[src/rtl/apb_pkg.sv]
// Shared types and defaults for the APB master bridge.
package apb_pkg;

    localparam int unsigned ADDR_W_DFLT = 32;
    localparam int unsigned DATA_W_DFLT = 32;

    typedef enum logic [1:0] {
        IDLE   = 2'd0,
        SETUP  = 2'd1,
        ACCESS = 2'd2,
        RESP   = 2'd3
    } apb_state_e;

    // Response bundle at the default data width
    typedef struct packed {
        logic [DATA_W_DFLT-1:0] rdata;
        logic                   err;
        logic                   timeout;
    } apb_rsp_t;

    // Wait counter width: enough to hold the limit itself, never less than 1 bit
    function automatic int unsigned cnt_width(input int unsigned limit);
        return (limit == 0) ? 1 : $clog2(limit + 1);
    endfunction

endpackage

[src/rtl/apb_timeout_cnt.sv]
// Saturating wait-state counter; flags expiry on the wait cycle that reaches TIMEOUT.
module apb_timeout_cnt
    import apb_pkg::*;
#(
    parameter int unsigned TIMEOUT = 256
) (
    input  logic pclk,
    input  logic preset,
    input  logic clear,
    input  logic enable,
    output logic expired
);

    localparam int unsigned CNT_W = cnt_width(TIMEOUT);
    localparam logic [CNT_W-1:0] LIMIT = CNT_W'(TIMEOUT);
    localparam logic [CNT_W-1:0] LIMIT_M1 = CNT_W'(TIMEOUT - 1);

    logic [CNT_W-1:0] cnt_q;
    logic [CNT_W-1:0] cnt_d;

    // Next count: clear wins, otherwise count enabled wait cycles up to the limit
    always_comb begin
        cnt_d = cnt_q;
        if (clear) begin
            cnt_d = '0;
        end else if (enable && (cnt_q != LIMIT)) begin
            cnt_d = cnt_q + 1'b1;
        end
    end

    // Counter register
    always_ff @(posedge pclk or posedge preset) begin
        if (preset) begin
            cnt_q <= '0;
        end else begin
            cnt_q <= cnt_d;
        end
    end

    // Expire on the wait cycle whose increment lands on TIMEOUT; TIMEOUT=0 never expires
    assign expired = (TIMEOUT != 0) && enable && (cnt_q == LIMIT_M1);

endmodule

[src/rtl/apb_master_bridge.sv]
// Valid/ready command/response port to APB master, with pclken gating and wait timeout.
module apb_master_bridge
    import apb_pkg::*;
#(
    parameter int unsigned ADDR_W  = ADDR_W_DFLT,
    parameter int unsigned DATA_W  = DATA_W_DFLT,
    parameter int unsigned TIMEOUT = 256
) (
    input  logic              pclk,
    input  logic              preset,
    input  logic              cmd_valid,
    output logic              cmd_ready,
    input  logic [ADDR_W-1:0] cmd_addr,
    input  logic              cmd_write,
    input  logic [DATA_W-1:0] cmd_wdata,
    output logic              rsp_valid,
    input  logic              rsp_ready,
    output logic [DATA_W-1:0] rsp_rdata,
    output logic              rsp_err,
    output logic              rsp_timeout,
    output logic [ADDR_W-1:0] paddr,
    output logic              pwrite,
    output logic              psel,
    output logic              penable,
    output logic [DATA_W-1:0] pwdata,
    input  logic [DATA_W-1:0] prdata,
    input  logic              pclken,
    input  logic              pready,
    input  logic              pslverr
);

    apb_state_e state_q;
    apb_state_e state_d;

    logic [ADDR_W-1:0] paddr_q;
    logic              pwrite_q;
    logic [DATA_W-1:0] pwdata_q;
    logic [DATA_W-1:0] rdata_q;
    logic              err_q;
    logic              timeout_q;

    logic accept;
    logic complete;
    logic wait_en;
    logic expired;

    assign accept   = (state_q == IDLE) && cmd_valid;
    assign complete = (state_q == ACCESS) && pclken && pready;
    assign wait_en  = (state_q == ACCESS) && pclken && !pready;

    apb_timeout_cnt #(
        .TIMEOUT (TIMEOUT)
    ) u_timeout_cnt (
        .pclk    (pclk),
        .preset  (preset),
        .clear   (accept),
        .enable  (wait_en),
        .expired (expired)
    );

    // State register
    always_ff @(posedge pclk or posedge preset) begin
        if (preset) begin
            state_q <= IDLE;
        end else begin
            state_q <= state_d;
        end
    end

    // Next-state logic; SETUP and ACCESS only advance on pclken
    always_comb begin
        state_d = state_q;
        unique case (state_q)
            IDLE:    if (cmd_valid) state_d = SETUP;
            SETUP:   if (pclken) state_d = ACCESS;
            ACCESS:  if (complete || expired) state_d = RESP;
            RESP:    if (rsp_ready) state_d = IDLE;
            default: state_d = IDLE;
        endcase
    end

    // Control outputs decoded from state
    always_comb begin
        cmd_ready = 1'b0;
        psel      = 1'b0;
        penable   = 1'b0;
        rsp_valid = 1'b0;
        unique case (state_q)
            // Masked by preset so the port reads not-ready while reset is held
            IDLE:    cmd_ready = !preset;
            SETUP:   psel = 1'b1;
            ACCESS: begin
                psel    = 1'b1;
                penable = 1'b1;
            end
            RESP:    rsp_valid = 1'b1;
            default: ;
        endcase
    end

    // Command latch; holds last transfer values between transfers
    always_ff @(posedge pclk or posedge preset) begin
        if (preset) begin
            paddr_q  <= '0;
            pwrite_q <= 1'b0;
            pwdata_q <= '0;
        end else if (accept) begin
            paddr_q  <= cmd_addr;
            pwrite_q <= cmd_write;
            pwdata_q <= cmd_write ? cmd_wdata : '0;
        end
    end

    // Response capture on completion or abort; held through RESP
    always_ff @(posedge pclk or posedge preset) begin
        if (preset) begin
            rdata_q   <= '0;
            err_q     <= 1'b0;
            timeout_q <= 1'b0;
        end else if (complete) begin
            rdata_q   <= pwrite_q ? '0 : prdata;
            err_q     <= pslverr;
            timeout_q <= 1'b0;
        end else if (expired) begin
            rdata_q   <= '0;
            err_q     <= 1'b1;
            timeout_q <= 1'b1;
        end
    end

    assign paddr       = paddr_q;
    assign pwrite      = pwrite_q;
    assign pwdata      = pwdata_q;
    assign rsp_rdata   = rdata_q;
    assign rsp_err     = err_q;
    assign rsp_timeout = timeout_q;

endmodule
[config.mk]
export PLATFORM = sky130hd
export DESIGN_NAME = apb_master_bridge
export DESIGN_NICKNAME = d
export VERILOG_FILES = /design/src/rtl/apb_pkg.sv /design/src/rtl/apb_timeout_cnt.sv /design/src/rtl/apb_master_bridge.sv
export SDC_FILE = /design/constraint.sdc
export NUM_CORES = 1
export LEC_CHECK = 0
export BUFFER_PORTS_ARGS = -buffer_cell sky130_fd_sc_hd__buf_4
export CORE_MARGIN = 1.5
export CORE_UTILIZATION = 42
export CTS_BUF_LIST = sky130_fd_sc_hd__clkbuf_16
export CTS_CLUSTER_SIZE = 30
export DETAILED_ROUTE_END_ITERATION = 8
export HOLD_SLACK_MARGIN = 0.15
export PLACE_DENSITY = 0.73
export SLEW_MARGIN = 10
export SYNTH_ARGS = -nofsm -noshare
export SYNTH_HDL_FRONTEND = slang
export SYNTH_SLANG_ARGS = --single-unit
[constraint.sdc]
create_clock -name pclk -period 3.4 [get_ports pclk]
set_input_delay 0.51 -clock pclk [delete_from_list [all_inputs] [get_ports pclk]]
set_output_delay 0.51 -clock pclk [all_outputs]
set_load 0.02 [all_outputs]
==> results of run 1 <==
[worst reg2reg max path, delay by kind of cell, from the launching register on]
family                   cells  cell delay (ns)
AO/OA/AOI/OAI                2             0.36
AND/OR/NAND/NOR              3             0.47
flip-flops                   1             0.46
buffers and inverters        1             0.26
multiplexers                 1             0.36
adder cells (fa/ha/maj)      1             0.16
[cells by family after synthesis]
logic type,after synthesis,share of synthesized area
multiplexers,2,0.00482
XOR/XNOR,4,0.00794
AO/OA/AOI/OAI,50,0.0924
flip-flops,110,0.624
AND/OR/NAND/NOR,226,0.218
adder cells (fa/ha/maj),7,0.0198
buffers and inverters,36,0.0334
[power by group through the flow]
stage | clock network, mW | logic, mW | registers (mW)
final | 0.988 | 2.64 | 2.16
after global routing | 1.06 | 2.85 | 2.22
after CTS | 1.02 | 2.67 | 2.16
after detailed placement | 0 | 2.67 | 2.18
after global placement | 0 | 2.61 | 2.16
after floorplan | 0 | 0.857 | 2.78
[flip-flops by register name, indices dropped and copies added (netlist names)]
signal / cells
rsp_err: 1
u_timeout_cnt.cnt_q: 9
rsp_timeout: 1
paddr: 32
state_q: 2
pwdata: 32
pwrite: 1
rsp_rdata: 32
[cell usage after synthesis, types with 2 or more instances]
library cell and n:
inv_1 10, clkbuf_1 16, nand2_1 168, a31oi_1 2, nor4b_1 2, nor2_1 8
a211oi_1 2, a22o_1 32, buf_2 7, o211ai_1 2, xor2_1 2, and2_1 2
nand3_1 35, ha_1 7, dfrtp_1 110, a21oi_1 6, buf_1 2, xnor2_1 2
[layout make-up]
class	instances	area, um2
well taps	136	170
repair buffers	213	1610
fillers	855	3900
flip-flops and latches	110	2750
clock inverters	7	56.3
clock buffers	9	225
multi-input cells	289	1520
inverters	10	41.3
[path summary, 6_finish.rpt]
kind	from	slack (ns)	endpoint	depth (start not counted)
max	u_timeout_cnt.cnt_q[2]$_DFFE_PP0P_	1.21	state_q[1]$_DFFE_PP0P_	8
min	preset	0.29	rsp_rdata[14]$_DFFE_PP0P_	2
max reg2reg	u_timeout_cnt.cnt_q[2]$_DFFE_PP0P_	1.21	state_q[1]$_DFFE_PP0P_	8
min reg2reg	pwdata[13]$_DFFE_PP0P_	0.47	pwdata[13]$_DFFE_PP0P_	2
max in group asynchronous	preset	2.22	rsp_timeout$_DFFE_PP0P_	3
min in group pclk	cmd_addr[25]	0.35	paddr[25]$_DFFE_PP0P_	3
[layer usage]
| layer | track usage | vias up | routed length [um] |
|---|---|---|---|
| li1 | - | 1838 | - |
| met1 | 0.249 | 1809 | 4780 |
| met2 | 0.334 | 163 | 5310 |
| met3 | 0.0748 | 9 | 994 |
| met4 | 0.0656 | 0 | 124 |
| met5 | 0 | - | 0 |
[through the flow]
stage / std cells / setup WS (ns) / hold WS, ns / area [um2] / utilization
finish: 774 / 1.21 / 0.289 / 6380 / 0.621
global route: 774 / 1.04 / 0.331 / 6380 / 0.621
CTS: 774 / 1.22 / 0.308 / 6380 / 0.621
detailed placement: 758 / 1.23 / 0.457 / 6100 / 0.593
global placement: 758 / 1.31 / 0.452 / 6100 / 0.593
floorplan: 435 / 1.49 / 0.526 / 4420 / -
==> qor.yml, run 1 <==
seq_power_share: 0.373
clock_sinks: 110
vias_per_cell: 4.93
routed_wl_mm: 11.2
ys_ff_latch: 110
run_status: "finished clean"
pwr_density_cell_mw_per_mm2: 907
power_mw: 5.79
die_w_um: 106
post_drt_wl_per_cell_um: 14.5
synth-edff-count: 0
maxCapViolations: 0
drcViolationCount: 0
cp.arrival_ns: 2.41
maxSlewViolCount: 0
diodes: 0
clk_pin_slew_worst_paths_ns: 0.08
worst_pin_slew_ns: 0.719
synthCells: 435
syn-num-nets: 546
die_h_um: 106
synth_seq_area_share: 0.624
crit_fanout: 34
start_kind: "flop"
netSwitchingFraction: 0.397
cts-buffers-inserted: 9
cts_tree: "yes"
gp_congestion: 0.830
cts.repair.resized: 0
rsz0062_at_grt: "false"
core_area_mm2: 0.0103
cp_slowest_stage_delay_ns: 0.46
drive_gt1_frac: 0.373
gr-total-overflow: 0
clock_latency_ns: 0.35
cp.required_ns: 3.63
area_delta_synth_final_pct: 44.6
end_kind: "flop"
yosys_warnings: 0
die_area_mm2: 0.0111
crit_chain: "and4_2, nand2_1, nor2_1, ha_1, o211ai_1, buf_4, a21oi_1, mux2_2"
p_leak_nw: 3.46
cts_setup_buffers: 0
clock.fmax_mhz: 457
cp_top_family: "simple AND/OR/NAND/NOR gates"
row_count: 37
hold_viol: 0
period_minus_slack_ns: 2.19
crit_buf_inv: 1
hold_class: "input port to asynchronous set/reset pin"
synth_top_flop_cell: "dfrtp_1"
initial_core_util: 0.430
p_int_mw: 3.49
ys_types: 38
fin_crit_sh: 0.644
clockRootBuffer: "clkbuf_16"
switchingPower_mw: 2.30
grt_max_degree: 46
htreeDepth: 3
yosys.area.top_type: "dfrtp_1"
p_comb_frac: 0.456
grt_pass1_wl_mm: 18.0
final.setup.tns_ns: 0
antenna_found_initial: 0
globalRouteTotalUtil: 0.203
critPathKind: "flop to flop"
dr.pass1.iters: 7
io_pins: 207
drt_iter0_markers: 184
synth_top_area_frac: 0.624
synth_area_leaders: "dfrtp_1, nand2_1, a22o_1, nand3_1, ha_1"
nets: 744
async_reset_ff_frac: 1.00
setup_viol: 0
syn-mean-instance-area_um2: 10.1
final_common_cell: "buf_4"
grt_pass1_vias: 3793
numPortBuffers: 206
maxSlewHeadroom: 0.519
slowest_stage: "dfrtp_1"
holdBufCountCts: 0
netlist_area_mm2: 0.00441
fin_skew_ns: 0.0102
dp_hpwl_mm: 8.04
ir_drop_uv: 405
drtAntennaViolNets: 0
clockBufferDepth: 2
num_vias: 3819
clkPwrFrac: 0.171
mostFrequentLayoutCells: "buf_4, nand2_1, dfrtp_1, nand3_1, a22o_1"
Power figures use the tool's default switching activity.
==> run 2: changes to the inputs <==
Clock period 3.4 ns to 2 ns, I/O delays scaled along.
==> run 2 against run 1 <==
Clock-buffer cell count stayed put. Critical path depth fell by 1. Routed wire length is 4.6% higher. Sequential share of layout area decreased by 2.1 points. Global-route usage is 0.87 points higher. Power rose by 73%. Sequential cell count stayed put. Utilization is 3.1 points higher. Worst setup slack got worse by 1.1 ns. Largest cell class unchanged.
==> qor.yml, run 2 (synthesis gave the netlist of run 1 again) <==
end_kind: "flop"
fin_crit_sh: 0.944  # +0.301
maxSlewHeadroom: 0.670  # +0.151
die_area_mm2: 0.0111  # unchanged
crit_chain: "and4_2, nand2_1, nor2_1, ha_1, o211ai_1, a21oi_1, mux2_2"
grt_pass1_wl_mm: 19.1  # +5.8%
drcViolationCount: 0  # unchanged
worst_pin_slew_ns: 0.495  # -0.225 ns
met3_usage: 0.0643  # -0.0105
dp_hpwl_mm: 8.36  # +3.9%
grt_use_met1: 0.271  # +0.0218
routed_wl_mm: 11.7  # +4.6%
grt_pass1_vias: 3900  # +2.8%
slowest_stage: "dfrtp_1"
pwr_density_cell_mw_per_mm2: 1500  # +65%
cp.arrival_ns: 2.11  # -0.30 ns
hold_viol: 0  # unchanged
rsz0062_at_grt: "true"
clk_pin_slew_worst_paths_ns: 0.07  # about the same
die_w_um: 106  # unchanged
setup_viol: 0  # unchanged
fin_hold_ws_ns: 0.160  # -0.129 ns
num_vias: 3946  # +3.3%
final_common_cell: "buf_4"
area_delta_synth_final_pct: 51.9
post_drt_wl_per_cell_um: 14.6  # +0.74%
core_area_mm2: 0.0103  # unchanged
maxSlewViolCount: 0  # unchanged
htreeDepth: 3  # unchanged
dr.pass1.iters: 7  # unchanged
clockBufferDepth: 2  # unchanged
critPathKind: "flop to flop"
crit_fanout: 5  # -85%
drive_gt1_frac: 0.359  # -0.0138
fin_ws_ns: 0.112  # -1.10 ns
io_pins: 207  # unchanged
clockRootBuffer: "clkbuf_16"
diodes: 0  # unchanged
period_minus_slack_ns: 1.89  # -0.299 ns
initial_core_util: 0.430  # unchanged
antenna_found_initial: 0  # unchanged
p_leak_nw: 3.61  # +4.3%
drtAntennaViolNets: 0  # unchanged
place_inst: 763  # +0.66%
ir_drop_uv: 777  # +92%
stdcell_count: 804  # +3.9%
drt_iter0_markers: 194  # +5.4%
maxCapViolations: 0  # unchanged
gr-total-overflow: 0  # unchanged
start_kind: "flop"
grt_util_met2: 0.349  # +0.0154
dp_slack_ns: 0.108  # -1.12 ns
cts_setup_buffers: 0  # unchanged
clock.fmax_mhz: 530  # +16%
power_mw: 10.0  # +73%
row_count: 37  # unchanged
cp.required_ns: 2.22  # -1.41 ns
cts.repair.resized: 0  # unchanged
globalRouteTotalUtil: 0.212  # +0.00868
grt_max_degree: 72  # +57%
cts_tree: "yes"
fin_skew_ns: 0.00778  # -0.00245 ns
gp_congestion: 0.860  # +3.6%
clock_latency_ns: 0.34  # about the same
cp_top_family: "simple AND/OR/NAND/NOR gates"
mostFrequentLayoutCells: "buf_4, nand2_1, dfrtp_1, nand3_1, a22o_1"
busiest_layer: "met2"
cts-buffers-inserted: 9  # unchanged
cp_slowest_stage_delay_ns: 0.42  # -0.04 ns
run_status: "finished clean"
hold_class: "input port to flop"
die_h_um: 106  # unchanged
utilization: 0.652  # +0.0314
clock_sinks: 110  # unchanged
crit_buf_inv: 0  # -1
nets: 774  # +4.0%
numPortBuffers: 206  # unchanged
vias_per_cell: 4.91  # -0.53%
[run 2: cell types whose count changed in the layout (fill, tap and decap cells not counted), sizes merged]
| cell | previous run | this run |
|---|---|---|
| bufinv | 0 | 1 |
| dlygate4sd3 | 0 | 25 |
| clkinvlp | 1 | 2 |
| inv | 11 | 14 |
| clkinv | 5 | 0 |
| buf | 213 | 218 |
[run 2: layout make-up]
| class | count | area, um2 |
|---|---|---|
| inverters | 10 | 41.3 |
| fillers | 841 | 3570 |
| repair buffers | 243 | 1920 |
| clock buffers | 9 | 225 |
| clock inverters | 7 | 66.3 |
| flip-flops and latches | 110 | 2750 |
| well taps | 136 | 170 |
| multi-input cells | 289 | 1520 |
[run 2: per-layer routing]
metal | share of wire | up-vias
met4 | 0.016 | 0
met2 | 0.48 | 169
met5 | 0 | -
met3 | 0.080 | 15
li1 | - | 1894
met1 | 0.43 | 1868
[run 2: per-stage QoR]
step                      setup TNS [ns]  area (um2)
after floorplan                        0        4420
after global placement                 0        6160
after detailed placement               0        6160
after CTS                              0        6700
after global routing             -0.0522        6700
final                                  0        6700
[run 2: path summary, 6_finish.rpt]
kind / cells past startpoint / slack, ns / to / startpoint
min in group asynchronous: 4 / 0.63 / u_timeout_cnt.cnt_q[2]$_DFFE_PP0P_ / preset
min: 3 / 0.16 / paddr[5]$_DFFE_PP0P_ / cmd_addr[5]
min reg2reg: 2 / 0.47 / pwdata[15]$_DFFE_PP0P_ / pwdata[15]$_DFFE_PP0P_
max: 7 / 0.11 / state_q[1]$_DFFE_PP0P_ / u_timeout_cnt.cnt_q[4]$_DFFE_PP0P_
max in group asynchronous: 4 / 0.94 / pwdata[23]$_DFFE_PP0P_ / preset
max reg2reg: 7 / 0.11 / state_q[1]$_DFFE_PP0P_ / u_timeout_cnt.cnt_q[4]$_DFFE_PP0P_
[run 2: what timing repair did]
item | 4_1_cts | 5_1_grt
hold endpoints to repair | 95 | 0
endpoints found under the setup margin | 0 | 3
hold buffers | 25 | 0
[run 2: worst register-to-register path, cell delays in order, from the launching register on]
cell and delay, ns:
dfrtp_1 0.42, and4_2 0.26, nand2_1 0.09, nor2_1 0.12
ha_1 0.17, o211ai_1 0.11, a21oi_1 0.23, mux2_2 0.37
[run 2: power by group]
part,switching (mW),internal [mW],total (mW)
logic,2.58,2.00,4.59
registers,0.545,3.14,3.69
clock network,0.793,0.968,1.76
total,3.92,6.12,10.0
==> run 3: changes to the inputs <==
Settings changed: BUFFER_PORTS_ARGS -buffer_cell sky130_fd_sc_hd__buf_4 to -buffer_cell sky130_fd_sc_hd__buf_2.
==> run 3 against run 2 <==
Clock-buffer cell count unchanged. Hold slack got worse by 0.0024 ns. Non-clock buffer count decreased by 5.
==> qor.yml, run 3 (synthesis gave the netlist of run 1 again) <==
numPortBuffers: 206  # unchanged
clock_sinks: 110  # unchanged
hold_class: "input port to flop"
pwr_density_cell_mw_per_mm2: 1540  # +2.6%
grt_pass1_wl_mm: 19.0  # -0.50%
stdcell_count: 798  # -0.75%
end_kind: "flop"
drcViolationCount: 0  # unchanged
cp_slowest_stage_delay_ns: 0.43  # about the same
gr-total-overflow: 0  # unchanged
mostFrequentLayoutCells: "buf_2, nand2_1, dfrtp_1, nand3_1, a22o_1"
drive_gt1_frac: 0.366  # +0.00628
clockRootBuffer: "clkbuf_16"
place_inst: 763  # unchanged
clock.fmax_mhz: 521  # -1.6%
vias_per_cell: 4.90  # -0.22%
routed_wl_mm: 11.2  # -4.1%
num_vias: 3908  # -0.96%
crit_chain: "and4_2, nand2_1, nor2_1, ha_1, o211ai_1, a21oi_1, mux2_2"
design_area_mm2: 0.00613  # -8.5%
ir_drop_uv: 744  # -4.3%
clock_latency_ns: 0.34  # about the same
core_area_mm2: 0.0103  # unchanged
fin_ws_ns: 0.0805  # -0.0311 ns
die_h_um: 106  # unchanged
m1WireLength_mm: 4.72  # -6.2%
wl_met2_mm: 5.44  # -2.5%
slowest_stage: "dfrtp_1"
htreeDepth: 3  # unchanged
dp_hpwl_mm: 8.06  # -3.6%
globalRouteTotalUtil: 0.211  # -0.000967
row_count: 37  # unchanged
nets: 769  # -0.65%
run_status: "finished clean"
area_delta_synth_final_pct: 38.9
drtAntennaViolNets: 0  # unchanged
die_area_mm2: 0.0111  # unchanged
initial_core_util: 0.430  # unchanged
cts-buffers-inserted: 9  # unchanged
clockBufferDepth: 2  # unchanged
wl_met3_um: 976  # +4.6%
highest_layer: "met4"
die_w_um: 106  # unchanged
drt_iter0_markers: 272  # +40%
cts_tree: "yes"
period_minus_slack_ns: 1.92  # +0.0311 ns
post_drt_wl_per_cell_um: 14.1  # -3.3%
maxCapViolations: 0  # unchanged
maxSlewViolCount: 0  # unchanged
crit_fanout: 6  # +1
diodes: 0  # unchanged
gp_congestion: 0.846  # -1.6%
utilization: 0.597  # -0.0556
fin_skew_ns: 0.0113  # +0.00350 ns
grt_max_degree: 46  # -36%
final_common_cell: "buf_2"
dp_slack_ns: 0.0358  # -0.0725 ns
cp.arrival_ns: 2.14  # +0.03 ns
setup_viol: 0  # unchanged
fill_cells: 877  # +4.3%
cts_setup_buffers: 0  # unchanged
dr.pass1.iters: 6  # -1
fin_crit_sh: 0.960  # +0.0155
rsz0062_at_grt: "true"
start_kind: "flop"
io_pins: 207  # unchanged
power_mw: 9.42  # -6.2%
worst_pin_slew_ns: 0.581  # +0.0858 ns
hold_viol: 0  # unchanged
maxSlewHeadroom: 0.613  # -0.0572
dpl_cell_area_mm2: 0.00563  # -8.6%
p_leak_nw: 3.44  # -4.7%
grt_pass1_vias: 3980  # +2.1%
clk_pin_slew_worst_paths_ns: 0.07  # about the same
critPathKind: "flop to flop"
cp.required_ns: 2.22  # about the same
antenna_found_initial: 0  # unchanged
[run 3: changes by cell type in the layout (fill, tap and decap cells not counted), moves of 3 or more]
| cell | delta |
|---|---|
| buf_4 | -205 |
| inv_1 | -3 |
| dlygate4sd3_1 | -5 |
| buf_2 | +206 |
[run 3: final timing paths]
path / start / to / slack, ns / depth (start not counted)
hold / removal: cmd_addr[30] / paddr[30]$_DFFE_PP0P_ / 0.16 / 3
setup / recovery: u_timeout_cnt.cnt_q[3]$_DFFE_PP0P_ / state_q[1]$_DFFE_PP0P_ / 0.08 / 7
max in group asynchronous: preset / rsp_rdata[0]$_DFFE_PP0P_ / 0.92 / 4
setup reg to reg: u_timeout_cnt.cnt_q[3]$_DFFE_PP0P_ / state_q[1]$_DFFE_PP0P_ / 0.08 / 7
min in group asynchronous: preset / u_timeout_cnt.cnt_q[8]$_DFFE_PP0P_ / 0.66 / 4
hold reg to reg: pwdata[7]$_DFFE_PP0P_ / pwdata[7]$_DFFE_PP0P_ / 0.46 / 2
[run 3: per-stage QoR]
stage / TNS (ns) / hold slack (ns)
2_1_floorplan: 0 / 0.397
3_3_place_gp: 0 / 0.445
3_5_place_dp: 0 / 0.450
4_1_cts: 0 / 0.150
5_1_grt: -0.171 / 0.153
6_report: 0 / 0.158
[run 3: power breakdown]
group	switching, mW	total, mW	internal [mW]
clock	0.799	1.77	0.974
combinational	2.56	4.00	1.44
sequential	0.508	3.65	3.14
[run 3: layout make-up]
class,count,area (um2),share of cell area
clock buffer,9,225,0.0367
clock inverter,6,68.8,0.0112
inverter,10,41.3,0.00673
multi-input combinational,289,1530,0.249
sequential,110,2750,0.449
tap,136,170,0.0277
timing repair buffer,238,1350,0.220
[run 3: repair_timing]
action | in CTS | in global routing
endpoints found under the setup margin | 0 | 19
hold buffers | 20 | 0
resized for setup | 0 | 1
hold endpoints to repair | 87 | 0
[run 3: worst max-delay path, delay by kind of cell (launching register included)]
kind | cells | cell delay, ns
adder cells (fa/ha/maj) | 1 | 0.17
flip-flops | 1 | 0.43
AO/OA/AOI/OAI | 2 | 0.35
AND/OR/NAND/NOR | 3 | 0.48
multiplexers | 1 | 0.36
[run 3: layer usage]
metal,global-route usage,vias to the layer above
li1,-,1886
met1,0.263,1846
met2,0.360,166
met3,0.0606,10
met4,0.0569,0
met5,0,-
